## config.mk

```make
export PLATFORM = sky130hd
export DESIGN_NAME = mod_scheduler_flat
export DESIGN_NICKNAME = d
export VERILOG_FILES = /design/src/rtl/mod_sched_pkg.sv /design/src/rtl/mod_scheduler_if.sv /design/src/rtl/mod_div_core.sv /design/src/rtl/mod_scheduler.sv /design/src/flat_wrapper.sv
export SDC_FILE = /design/constraint.sdc
export NUM_CORES = 1
export LEC_CHECK = 0
export ABC_AREA = 1
export CORE_ASPECT_RATIO = 0.7
export CORE_MARGIN = 2
export CORE_UTILIZATION = 49
export CTS_CLUSTER_SIZE = 16
export DETAILED_ROUTE_END_ITERATION = 8
export PLACE_DENSITY = 0.9
export SETUP_SLACK_MARGIN = 0.4
export SLEW_MARGIN = 20
export SYNTH_ARGS = -nofsm -noshare
export SYNTH_HDL_FRONTEND = slang
export SYNTH_SLANG_ARGS = --single-unit
```

## constraint.sdc

```tcl
create_clock -name clk -period 1.6 [get_ports clk]
set_input_delay 0.48 -clock clk [delete_from_list [all_inputs] [get_ports clk]]
set_output_delay 0.48 -clock clk [all_outputs]
set_load 0.005 [all_outputs]
```

## src/rtl/mod_sched_pkg.sv

```systemverilog
// Shared types and constants for the mod_scheduler shared divider slice.
package mod_sched_pkg;

  localparam int K_DEF = 4;
  localparam int CNT_W = $clog2(K_DEF);

  typedef enum logic [1:0] {
    IDLE = 2'd0,
    CALC = 2'd1,
    RESP = 2'd2
  } state_e;

endpackage

```

## src/rtl/mod_scheduler_if.sv

```systemverilog
// Request/response bundle between two requesters, the scheduler and its consumer.
interface mod_sched_if #(parameter int K = 4);

  logic         req0_valid;
  logic         req0_ready;
  logic [K-1:0] req0_a;
  logic [K-1:0] req0_b;
  logic         req1_valid;
  logic         req1_ready;
  logic [K-1:0] req1_a;
  logic [K-1:0] req1_b;
  logic         rsp_valid;
  logic         rsp_ready;
  logic         rsp_id;
  logic [K-1:0] rsp_quot;
  logic [K-1:0] rsp_rem;
  logic         rsp_err;

  modport slave (
    input  req0_valid, req0_a, req0_b,
    input  req1_valid, req1_a, req1_b,
    input  rsp_ready,
    output req0_ready, req1_ready,
    output rsp_valid, rsp_id, rsp_quot, rsp_rem, rsp_err
  );

  modport master (
    output req0_valid, req0_a, req0_b,
    output req1_valid, req1_a, req1_b,
    output rsp_ready,
    input  req0_ready, req1_ready,
    input  rsp_valid, rsp_id, rsp_quot, rsp_rem, rsp_err
  );

endinterface

```

## src/rtl/mod_div_core.sv

```systemverilog
// Iterative restoring divider: one quotient bit per cycle, B == 0 resolved at start.
module mod_div_core
  import mod_sched_pkg::*;
#(
  parameter int K = K_DEF
) (
  input  logic         clk,
  input  logic         rst_n,
  input  logic         start_i,
  input  logic [K-1:0] a_i,
  input  logic [K-1:0] b_i,
  output logic         last_o,
  output logic [K-1:0] quot_o,
  output logic [K-1:0] rem_o,
  output logic         err_o
);

  localparam int CW = $clog2(K);

  logic [K:0]    r_q, r_d;
  logic [K-1:0]  q_q, q_d;
  logic [K-1:0]  b_q, b_d;
  logic [CW-1:0] cnt_q, cnt_d;
  logic          busy_q, busy_d;
  logic          err_q, err_d;

  logic [K:0]    r_sh_s;
  logic [K:0]    r_sub_s;
  logic          ge_s;

  // r_q[K] is zero between steps; OR-ing it in keeps the full remainder register in use.
  assign r_sh_s  = {r_q[K-1:0], q_q[K-1]};
  assign ge_s    = r_q[K] | (r_sh_s >= {1'b0, b_q});
  assign r_sub_s = r_sh_s - {1'b0, b_q};

  always_comb begin
    r_d    = r_q;
    q_d    = q_q;
    b_d    = b_q;
    cnt_d  = cnt_q;
    busy_d = busy_q;
    err_d  = err_q;
    if (busy_q) begin
      if (ge_s) begin
        r_d = r_sub_s;
        q_d = {q_q[K-2:0], 1'b1};
      end else begin
        r_d = r_sh_s;
        q_d = {q_q[K-2:0], 1'b0};
      end
      if (cnt_q == {CW{1'b0}}) begin
        busy_d = 1'b0;
      end else begin
        cnt_d = cnt_q - {{(CW-1){1'b0}}, 1'b1};
      end
    end else if (start_i) begin
      b_d = b_i;
      if (b_i == {K{1'b0}}) begin
        q_d   = {K{1'b1}};
        r_d   = {1'b0, a_i};
        err_d = 1'b1;
      end else begin
        q_d    = a_i;
        r_d    = {(K+1){1'b0}};
        err_d  = 1'b0;
        cnt_d  = CW'(K-1);
        busy_d = 1'b1;
      end
    end else begin
      busy_d = 1'b0;
    end
  end

  always_ff @(posedge clk or negedge rst_n) begin
    if (!rst_n) begin
      r_q    <= {(K+1){1'b0}};
      q_q    <= {K{1'b0}};
      b_q    <= {K{1'b0}};
      cnt_q  <= {CW{1'b0}};
      busy_q <= 1'b0;
      err_q  <= 1'b0;
    end else begin
      r_q    <= r_d;
      q_q    <= q_d;
      b_q    <= b_d;
      cnt_q  <= cnt_d;
      busy_q <= busy_d;
      err_q  <= err_d;
    end
  end

  assign last_o = busy_q && (cnt_q == {CW{1'b0}});
  assign quot_o = q_q;
  assign rem_o  = r_q[K-1:0];
  assign err_o  = err_q;

endmodule

```

## src/rtl/mod_scheduler.sv

```systemverilog
// Round-robin arbiter and request/response FSM in front of one shared divider.
module mod_scheduler
  import mod_sched_pkg::*;
#(
  parameter int K = K_DEF
) (
  input  logic          clk,
  input  logic          rst_n,
  mod_sched_if.slave    bus
);

  state_e       state_q, state_d;
  logic         rr_last_q, rr_last_d;
  logic         id_q, id_d;

  logic         grant_s;
  logic         ready0_s, ready1_s;
  logic         hs_s;
  logic         rsp_valid_s;
  logic [K-1:0] a_sel_s, b_sel_s;
  logic         last_s;
  logic [K-1:0] quot_s, rem_s;
  logic         err_s;

  // On a tie the requester that was not granted last wins.
  always_comb begin
    if (bus.req0_valid && bus.req1_valid) begin
      grant_s = ~rr_last_q;
    end else if (bus.req1_valid) begin
      grant_s = 1'b1;
    end else begin
      grant_s = 1'b0;
    end
  end

  assign a_sel_s = grant_s ? bus.req1_a : bus.req0_a;
  assign b_sel_s = grant_s ? bus.req1_b : bus.req0_b;
  assign hs_s    = (bus.req0_valid && ready0_s) || (bus.req1_valid && ready1_s);

  always_ff @(posedge clk or negedge rst_n) begin
    if (!rst_n) begin
      state_q   <= IDLE;
      rr_last_q <= 1'b1;
      id_q      <= 1'b0;
    end else begin
      state_q   <= state_d;
      rr_last_q <= rr_last_d;
      id_q      <= id_d;
    end
  end

  always_comb begin
    state_d   = state_q;
    rr_last_d = rr_last_q;
    id_d      = id_q;
    case (state_q)
      IDLE: begin
        if (hs_s) begin
          rr_last_d = grant_s;
          id_d      = grant_s;
          if (b_sel_s == {K{1'b0}}) begin
            state_d = RESP;
          end else begin
            state_d = CALC;
          end
        end else begin
          state_d = IDLE;
        end
      end
      CALC: begin
        if (last_s) begin
          state_d = RESP;
        end else begin
          state_d = CALC;
        end
      end
      RESP: begin
        if (bus.rsp_ready) begin
          state_d = IDLE;
        end else begin
          state_d = RESP;
        end
      end
      default: begin
        state_d = IDLE;
      end
    endcase
  end

  // Ready is gated by rst_n so nothing is offered while reset is held.
  always_comb begin
    ready0_s    = 1'b0;
    ready1_s    = 1'b0;
    rsp_valid_s = 1'b0;
    case (state_q)
      IDLE: begin
        ready0_s = rst_n && bus.req0_valid && !grant_s;
        ready1_s = rst_n && bus.req1_valid && grant_s;
      end
      CALC: begin
        rsp_valid_s = 1'b0;
      end
      RESP: begin
        rsp_valid_s = 1'b1;
      end
      default: begin
        rsp_valid_s = 1'b0;
      end
    endcase
  end

  mod_div_core #(.K(K)) u_core (
    .clk     (clk),
    .rst_n   (rst_n),
    .start_i (hs_s),
    .a_i     (a_sel_s),
    .b_i     (b_sel_s),
    .last_o  (last_s),
    .quot_o  (quot_s),
    .rem_o   (rem_s),
    .err_o   (err_s)
  );

  assign bus.req0_ready = ready0_s;
  assign bus.req1_ready = ready1_s;
  assign bus.rsp_valid  = rsp_valid_s;
  assign bus.rsp_id     = id_q;
  assign bus.rsp_quot   = quot_s;
  assign bus.rsp_rem    = rem_s;
  assign bus.rsp_err    = err_s;

endmodule

```

## src/flat_wrapper.sv

```systemverilog
// flat-port wrapper written by rule: the top's interface ports become plain ports
module mod_scheduler_flat import mod_sched_pkg::*;
#(
  parameter int K = K_DEF
)
  (clk, rst_n, bus_req0_valid, bus_req0_a, bus_req0_b, bus_req1_valid, bus_req1_a, bus_req1_b, bus_rsp_ready, bus_req0_ready, bus_req1_ready, bus_rsp_valid, bus_rsp_id, bus_rsp_quot, bus_rsp_rem, bus_rsp_err);
  mod_sched_if #(.K(K)) bus_i ();
  input  logic clk;
  input  logic rst_n;
  input wire logic [$bits(bus_i.req0_valid)-1:0] bus_req0_valid;
  input wire logic [$bits(bus_i.req0_a)-1:0] bus_req0_a;
  input wire logic [$bits(bus_i.req0_b)-1:0] bus_req0_b;
  input wire logic [$bits(bus_i.req1_valid)-1:0] bus_req1_valid;
  input wire logic [$bits(bus_i.req1_a)-1:0] bus_req1_a;
  input wire logic [$bits(bus_i.req1_b)-1:0] bus_req1_b;
  input wire logic [$bits(bus_i.rsp_ready)-1:0] bus_rsp_ready;
  output wire logic [$bits(bus_i.req0_ready)-1:0] bus_req0_ready;
  output wire logic [$bits(bus_i.req1_ready)-1:0] bus_req1_ready;
  output wire logic [$bits(bus_i.rsp_valid)-1:0] bus_rsp_valid;
  output wire logic [$bits(bus_i.rsp_id)-1:0] bus_rsp_id;
  output wire logic [$bits(bus_i.rsp_quot)-1:0] bus_rsp_quot;
  output wire logic [$bits(bus_i.rsp_rem)-1:0] bus_rsp_rem;
  output wire logic [$bits(bus_i.rsp_err)-1:0] bus_rsp_err;
  assign bus_i.req0_valid = bus_req0_valid;
  assign bus_i.req0_a = bus_req0_a;
  assign bus_i.req0_b = bus_req0_b;
  assign bus_i.req1_valid = bus_req1_valid;
  assign bus_i.req1_a = bus_req1_a;
  assign bus_i.req1_b = bus_req1_b;
  assign bus_i.rsp_ready = bus_rsp_ready;
  assign bus_req0_ready = bus_i.req0_ready;
  assign bus_req1_ready = bus_i.req1_ready;
  assign bus_rsp_valid = bus_i.rsp_valid;
  assign bus_rsp_id = bus_i.rsp_id;
  assign bus_rsp_quot = bus_i.rsp_quot;
  assign bus_rsp_rem = bus_i.rsp_rem;
  assign bus_rsp_err = bus_i.rsp_err;
  mod_scheduler #(.K(K)) u_core (.clk(clk), .rst_n(rst_n), .bus(bus_i));
endmodule
```

* Word level (Yosys, flattened, before mapping)
Cells that the tools add are included.
** Storage, ports and cells
- Register bits :: 21
- Input port bits :: 21
** Operators by class
- Add/subtract/negate cells :: 2
- Magnitude comparators :: 1
- Eq/ne operators :: 4
- Multiplexer cells :: 29
- Bitwise logic cells :: 3
- Reduce and logical (&&, ||, !) cells :: 17
** Operator list (count)
- two-way mux 4 bit :: 6
- two-way mux 2 bit :: 8
- two-way mux 5 bit :: 3
- two-way mux 1 bit :: 11
- logical AND 1 bit :: 8
- one-hot mux 2 bit (3 select lines) :: 1
- greater-or-equal comparator 5 x 4 -> 1 bit :: 1
- subtractor 5 x 4 -> 5 bit :: 1
- logical NOT 2 bit :: 2
- logical NOT 4 bit :: 1
- != test 2 bit (second input constant) :: 2
- AND reduction 2 bit :: 2
- AND reduction 3 bit :: 1
- == test 2 x 1 -> 1 bit (second input constant) :: 1
- == test 2 bit (second input constant) :: 1
- inverter 1 bit :: 2
- nonzero test 2 bit :: 1
- subtractor 2 x 1 -> 2 bit (second input constant) :: 1
- logical NOT 1 bit :: 1
- logical OR 1 bit :: 1
- OR 1 bit :: 1

* Logic depth before layout (Yosys ltp)
Gate-level depths: netlist of run 1.
- Depth in word-level cells :: 9
- Depth in mapped cells :: 11

* Hierarchy
Synthesis of run 1 repeated with hierarchy kept, for this count alone.
** Unflattened totals
- Cell total of the unflattened synthesis :: 183
- Area total of the unflattened synthesis :: 1381.3 um2
** By module, submodules not included
- mod_div_core :: times used 1, cells an instance 129, area each 1017.2 um2, sequential area each 425.4 um2
- mod_scheduler :: times used 1, cells an instance 54, area each 364.1 um2, sequential area each 101.3 um2

* Worst setup path after synthesis of run 1
No wires, ideal clock.
- Kind :: reg-to-output
- Start point :: register u_core.rr_last_q
- End point :: output bus_req0_ready
- Arrival :: 1.051 ns
- Data required time :: 1.120 ns
- Setup slack :: 0.069 ns
- Cell stages (with the launch flop) :: 6
- Path buffers :: 1
- Cells stage by stage :: dfstp_2 -> nand2_2 -> nand2_2 -> buf_6 -> nand2_1 -> nor2_1
** Between the ends
- Longest elaborated chain between the ends :: 5
** Ends and longest elaborated chain
- start: declaration :: RTL line mod_scheduler.sv:13 : logic rr_last_q, rr_last_d;
- start signal: assignment :: RTL line mod_scheduler.sv:47 : rr_last_q <= rr_last_d;
- inverter 1 bit :: RTL line mod_scheduler.sv:28 : grant_s = ~rr_last_q;
- two-way mux 1 bit :: RTL line mod_scheduler.sv:27 : if (bus.req0_valid && bus.req1_valid) begin
- logical NOT 1 bit :: RTL line mod_scheduler.sv:97 : ready0_s = rst_n && bus.req0_valid && !grant_s;
- logical AND 1 bit :: RTL line mod_scheduler.sv:97
- two-way mux 1 bit :: RTL line mod_scheduler.sv:95 : case (state_q)
- end: declaration :: RTL line flat_wrapper.sv:17 : output wire logic [$bits(bus_i.req0_ready)-1:0] bus_req0_ready;
No other way between the ends.

* Final worst setup path of run 1
Same ends and word-level chain as after synthesis.

==> reports/metrics.yaml, run 1 <==
drt:
  drt-pass1-iter-count: 5
  routed-wl-met3_um: 499
  wl_um: 6240
  wl_met2_um: 3030
  drc: 0
  ant_nets: 0
  drt_iter0_drc: 153
  vias_per_cell: 5.94
  vias: 1877
  dr.max_layer_used: "met4"
  met1Wirelength_um: 2480
  wl_per_cell_um: 19.7
job:
  cap_violations: 0
sta:
  fin_skew_ps: 3.80
  fin_ws_ps: -136
  drv_slew: 0
  period_share: 1.08
  rsz0062_at_grt: "true"
  max_slew_margin: 0.766
  finalSetupTns_ps: -1400
  worst-slew-pin-transition_ps: 349
  final_hold_viol_count: 0
  layout_min_cycle_time_ps: 1740
  fmax_mhz: 576
  setup_viol: 20
die:
  ios: 34
  fp.dieW_um: 68.5
  dieArea_sq_um: 3370
  num_rows: 16
  start_util: 0.513
  fp.dieH_um: 49.1
  core-area_sq_um: 2780
power:
  power_leakage_nw: 1.26
  p_total_mw: 5.08
  power_density_nw_per_um2: 1990
  ir_drop_mv: 1.61
logic_synthesis:
  syn_inst: 199
  synth_area_per_cell_sq_um: 7.17
  synthTopCellsByArea: "dfrtp_1 (35%), nand2_1 (17%), nand3_1 (9.1%)"
  synth_top_cell_area_share: 0.351
  synth_largest_area_cell: "dfrtp_1"
  synth_warnings: 0
  ys_ff_latch: 21
  synthDistinctLibCells: 29
  syn-num-nets: 226
  ys_seq_area_frac: 0.369
  netlist_area_sq_um: 1430
setup_path:
  cp.required_ps: 1120
  cp_max_fo: 4
  path_class: "reg -> out"
  cp-start-kind: "flip-flop"
  end_kind: "output pin"
  worst-endpoint-arrival_ps: 1260
global_route:
  overflow: 0
  track_usage: 0.317
  grt_max_degree: 22
  antenna_found_initial: 0
  grt_pass1_vias: 1666
  grt_pass1_wl_um: 7820
worst_hold_path:
  hold_class: "in -> async"
layout:
  final_common_cell: "nand2_1"
  layout-drive-gt1-share: 0.504
  insertedDiodeCount: 0
  fin_nets: 308
  final_cell_mix: "nand2_1 (39), buf_4 (30), nand3_1 (20), nand2_2 (19), buf_6 (19)"
  areaGrowthSynthToFinish_pct: 78.6
placement:
  hpwlAfterDp_um: 2810
  finalWeightedCongestion: 0.825
  io_buffer_count: 33
clock_tree:
  clk_pin_slew_worst_paths_ps: 80
  ctsHoldBuffers: 0
  cts_buffers: 3
  htree_levels: 1
  ctsLongestPathBuffers: 2
  clkSinkCount: 21
  cts-root-buf: "clkbuf_8"
  insertion_delay_ps: 270
  cts_tree: "built"
outcome:
  violations: "negative setup slack"
  status: "finished with violations"
## metal layers
metal	up-vias	GRT usage
li1	812	-
met5	-	0
met1	905	0.388
met4	0	0.153
met2	128	0.505
met3	32	0.0901
## logic make-up (layout without fill, tap and decap cells)
family / count (synthesis) / in the layout / share of synthesized area
AND/OR/NAND/NOR: 126 / 127 / 0.402
buffers and inverters: 30 / 110 / 0.0991
flip-flops: 21 / 21 / 0.369
AO/OA/AOI/OAI: 15 / 15 / 0.0658
adder cells (fa/ha/maj): 6 / 6 / 0.0579
XOR/XNOR: 1 / 1 / 0.00614
## worst max-delay path, stage by stage, from the launching register on
cell,delay [ps]
dfstp_2,570
nand2_4,80
nand2_8,90
nand2_4,50
nor2_4,80
buf_2,120
## state kept, by name (all words and copies together), names as in the netlist
name and flops:
u_core.bus.rsp_id 1, u_core.rr_last_q 1, u_core.state_q 2, u_core.u_core.b_q 4, u_core.u_core.busy_q 1, u_core.u_core.cnt_q 2
u_core.u_core.err_o 1, u_core.u_core.quot_o 4, u_core.u_core.r_q 5
## metrics by stage
step                      instance area, sq um   util  instances  hold slack (ps)  setup WS, ps
final                                     2550  0.915        316              417          -136
after global routing                      2550  0.915        316              421          -181
after CTS                                 2230  0.801        301              398          -113
after detailed placement                  1960  0.705        277              476          -726
after global placement                    1960  0.705        277              464          -706
after floorplan                           1500      -        199              184           141
## what timing repair did
action	CTS	global route
endpoints found under the hold margin	0	0
setup buffers	18	15
setup endpoints to repair	34	32
pin swaps	9	15
cloned	2	0
resized for setup	83	67
## final timing paths
kind | startpoint | to | slack, ps | cells past startpoint
min in group clk | u_core.bus.rsp_id$_DFFE_PN0P_ | u_core.bus.rsp_id$_DFFE_PN0P_ | 510 | 2
worst max register to register | u_core.u_core.r_q[1]$_DFFE_PN0P_ | u_core.u_core.r_q[1]$_DFFE_PN0P_ | -130 | 9
max in group asynchronous | rst_n | u_core.rr_last_q$_DFFE_PN1P_ | 900 | 2
worst min-delay path | rst_n | u_core.u_core.b_q[1]$_DFFE_PN0P_ | 420 | 2
worst min register to register | u_core.bus.rsp_id$_DFFE_PN0P_ | u_core.bus.rsp_id$_DFFE_PN0P_ | 510 | 2
worst max-delay path | u_core.rr_last_q$_DFFE_PN1P_ | bus_req0_ready | -140 | 5
## where the power goes
group | switching, mW | leakage [nW] | total [mW] | internal (mW)
clock network | 0.186 | 0.0255 | 0.360 | 0.174
registers | 0.210 | 0.254 | 1.02 | 0.807
logic | 1.97 | 0.977 | 3.70 | 1.73
## cells in the mapped netlist
cell type	instances
buf_2	1
clkbuf_1	1
ha_1	5
dfstp_2	1
o21ai_1	3
nor3_1	2
o21ai_0	7
nand2_4	1
nand2_2	4
a41oi_1	1
xor2_1	1
fa_1	1
o22ai_1	1
nand3_1	26
inv_1	21
dfrtp_1	20
nor2_4	1
nor2_2	1
a21oi_1	1
nand4_1	5
a21oi_4	1
buf_4	5
clkinv_2	1
buf_6	1
o21a_1	1
nand3b_1	6
nor2_1	15
nand2_1	64
or2_2	1
## cell type report
| class | count | area [sq um] |
|---|---|---|
| multi-input cells | 149 | 1060 |
| clock inverters | 1 | 5.00 |
| flip-flops and latches | 21 | 531 |
| well taps | 36 | 45.0 |
| repair buffers | 84 | 779 |
| fillers | 103 | 235 |
| clock buffers | 3 | 41.3 |
| inverters | 22 | 90.1 |
No activity file was read; power rests on OpenSTA's default activity.
==> run 2, diff against run 1 <==
CAP_MARGIN = 30   (was default)
CORE_UTILIZATION = 44   (was 49)
PLACE_DENSITY = 0.86   (was 0.9)
clock period = 1.45 ns   (was 1.6 ns; I/O delays follow)
==> reports/metrics.yaml, run 2 (synthesized netlist as in run 1, its figures left out) <==
sta:
  fin_skew_ps: 10.3
  max_slew_margin: 0.750
  fin_ws_ps: -246
  worst-slew-pin-transition_ps: 376
  fmax_mhz: 590
  layout_min_cycle_time_ps: 1700
  final_hold_viol_count: 0
  fin_hold_ws_ps: 314
  rsz0062_at_grt: "true"
  drv_slew: 0
  setup_viol: 23
  period_share: 1.17
global_route:
  track_usage: 0.271
  grt_max_degree: 22
  grt_pass1_vias: 1661
  overflow: 0
  grt_pass1_wl_um: 7670
  antenna_found_initial: 0
setup_path:
  crit_buf_inv: 2
  path_class: "reg -> reg"
  cp.required_ps: 1590
  cp_max_fo: 6
  r2r-start: "u_core.u_core.quot_o[3]$_DFFE_PN0P_"
  ff2ff_path_depth: 9
  cpPeakStageDelay_ps: 420
  cp_cell_sequence: "buf_4 > inv_4 > ha_4 > nand2_1 > nor2_4 > nor2_4 > nand3_1 > nand3_1 > nand3_1"
  r2r_end: "u_core.u_core.r_q[0]$_DFFE_PN0P_"
  crit_top_cell: "nand3_1"
  critical-path-top-delay-family: "simple AND/OR/NAND/NOR gates"
  cp-start-kind: "flip-flop"
  r2r_setup_slack_ps: -250
  worst-endpoint-arrival_ps: 1830
  end_kind: "flip-flop"
  slowest_stage: "dfrtp_1"
outcome:
  violations: "negative setup slack"
  status: "finished with violations"
die:
  dieArea_sq_um: 3720
  core-area_sq_um: 3130
  ios: 34
  fp.dieW_um: 72.1
  fp.dieH_um: 51.6
  num_rows: 17
  start_util: 0.456
layout:
  largest_register: "u_core.u_core.r_q"
  areaGrowthSynthToFinish_pct: 77.9
  final_cell_area_sq_um: 2540
  final_cell_mix: "buf_4 (40), nand2_1 (38), nand3_1 (23), nand2_2 (22)"
  layout-drive-gt1-share: 0.488
  insertedDiodeCount: 0
  fin_cells: 325
  largest_register_ffs: 5
  final_common_cell: "buf_4"
  fin_util: 0.812
  fin_nets: 315
  fillers: 178
clock_tree:
  htree_levels: 1
  ctsLongestPathBuffers: 2
  cts_tree: "built"
  insertion_delay_ps: 270
  cts-root-buf: "clkbuf_8"
  cts_buffers: 3
  clkSinkCount: 21
  ctsHoldBuffers: 0
  clk_pin_slew_worst_paths_ps: 90
drt:
  drc: 0
  drt_iter0_drc: 198
  wl_um: 5670
  ant_nets: 0
  wl_per_cell_um: 17.5
  vias: 1827
  drt-pass1-iter-count: 6
  vias_per_cell: 5.62
placement:
  io_buffer_count: 33
  dpl_cell_area_sq_um: 2030
  dp.cells: 289
  hpwlAfterDp_um: 2990
  finalWeightedCongestion: 0.852
power:
  ir_drop_mv: 1.24
  power_leakage_nw: 1.28
  power_density_nw_per_um2: 2090
worst_hold_path:
  hold_class: "in -> async"
job:
  cap_violations: 0
==> run 2: cell types whose count changed in the layout (fill, tap and decap cells not counted), moves of 3 or more <==
cell | previous run | this run
buf_4 | 30 | 40
inv_2 | 4 | 0
inv_1 | 16 | 19
nand2_2 | 19 | 22
nand3_1 | 20 | 23
nand3_2 | 6 | 3
==> run 2: repair_timing <==
item | in CTS | in global routing
resized for setup | 95 | 40
setup buffers | 18 | 12
pin swaps | 15 | 29
endpoints found under the setup margin | 34 | 34
gates cloned | 2 | 0
==> run 2: through the flow <==
stage	worst slack [ps]	power [mW]	TNS [ps]
global placement	-778	3.63	-11740
global route	-308	5.59	-5150
CTS	-205	4.63	-2760
floorplan	23.5	2.74	0
finish	-246	5.30	-4110
detailed placement	-798	3.77	-12820
==> run 2: per-layer routing <==
layer / global-route usage / wire, um / up-vias
li1: - / - / 817
met1: 0.328 / 2190 / 865
met2: 0.498 / 2840 / 114
met3: 0.0465 / 419 / 31
met4: 0.0818 / 231 / 0
met5: 0 / 0 / -
==> run 2: worst max path at each step <==
stage,startpoint,end,depth (start not counted)
final,u_core.u_core.quot_o[3]$_DFFE_PN0P_,u_core.u_core.r_q[0]$_DFFE_PN0P_,9
after global routing,u_core.rr_last_q$_DFFE_PN1P_,u_core.u_core.r_q[0]$_DFFE_PN0P_,10
after CTS,u_core.rr_last_q$_DFFE_PN1P_,bus_req0_ready,5
after detailed placement,bus_req0_valid,bus_req0_ready,6
after global placement,bus_req0_valid,bus_req0_ready,6
after floorplan,u_core.u_core.quot_o[3]$_DFFE_PN0P_,u_core.u_core.r_q[4]$_DFFE_PN0P_,8
==> run 2: power breakdown <==
group	switching [mW]	internal, mW
combinational	1.91	1.83
clock	0.217	0.192
sequential	0.263	0.884
total	2.39	2.90
==> run 2: layout make-up <==
class	count	area, sq um	area share
Sequential cell	21	528	0.208
Timing Repair Buffer	91	803	0.317
Clock buffer	3	41.3	0.0163
Clock inverter	1	5.00	0.00197
Tap cell	38	47.5	0.0187
Inverter	22	92.6	0.0365
Multi-Input combinational cell	149	1020	0.402
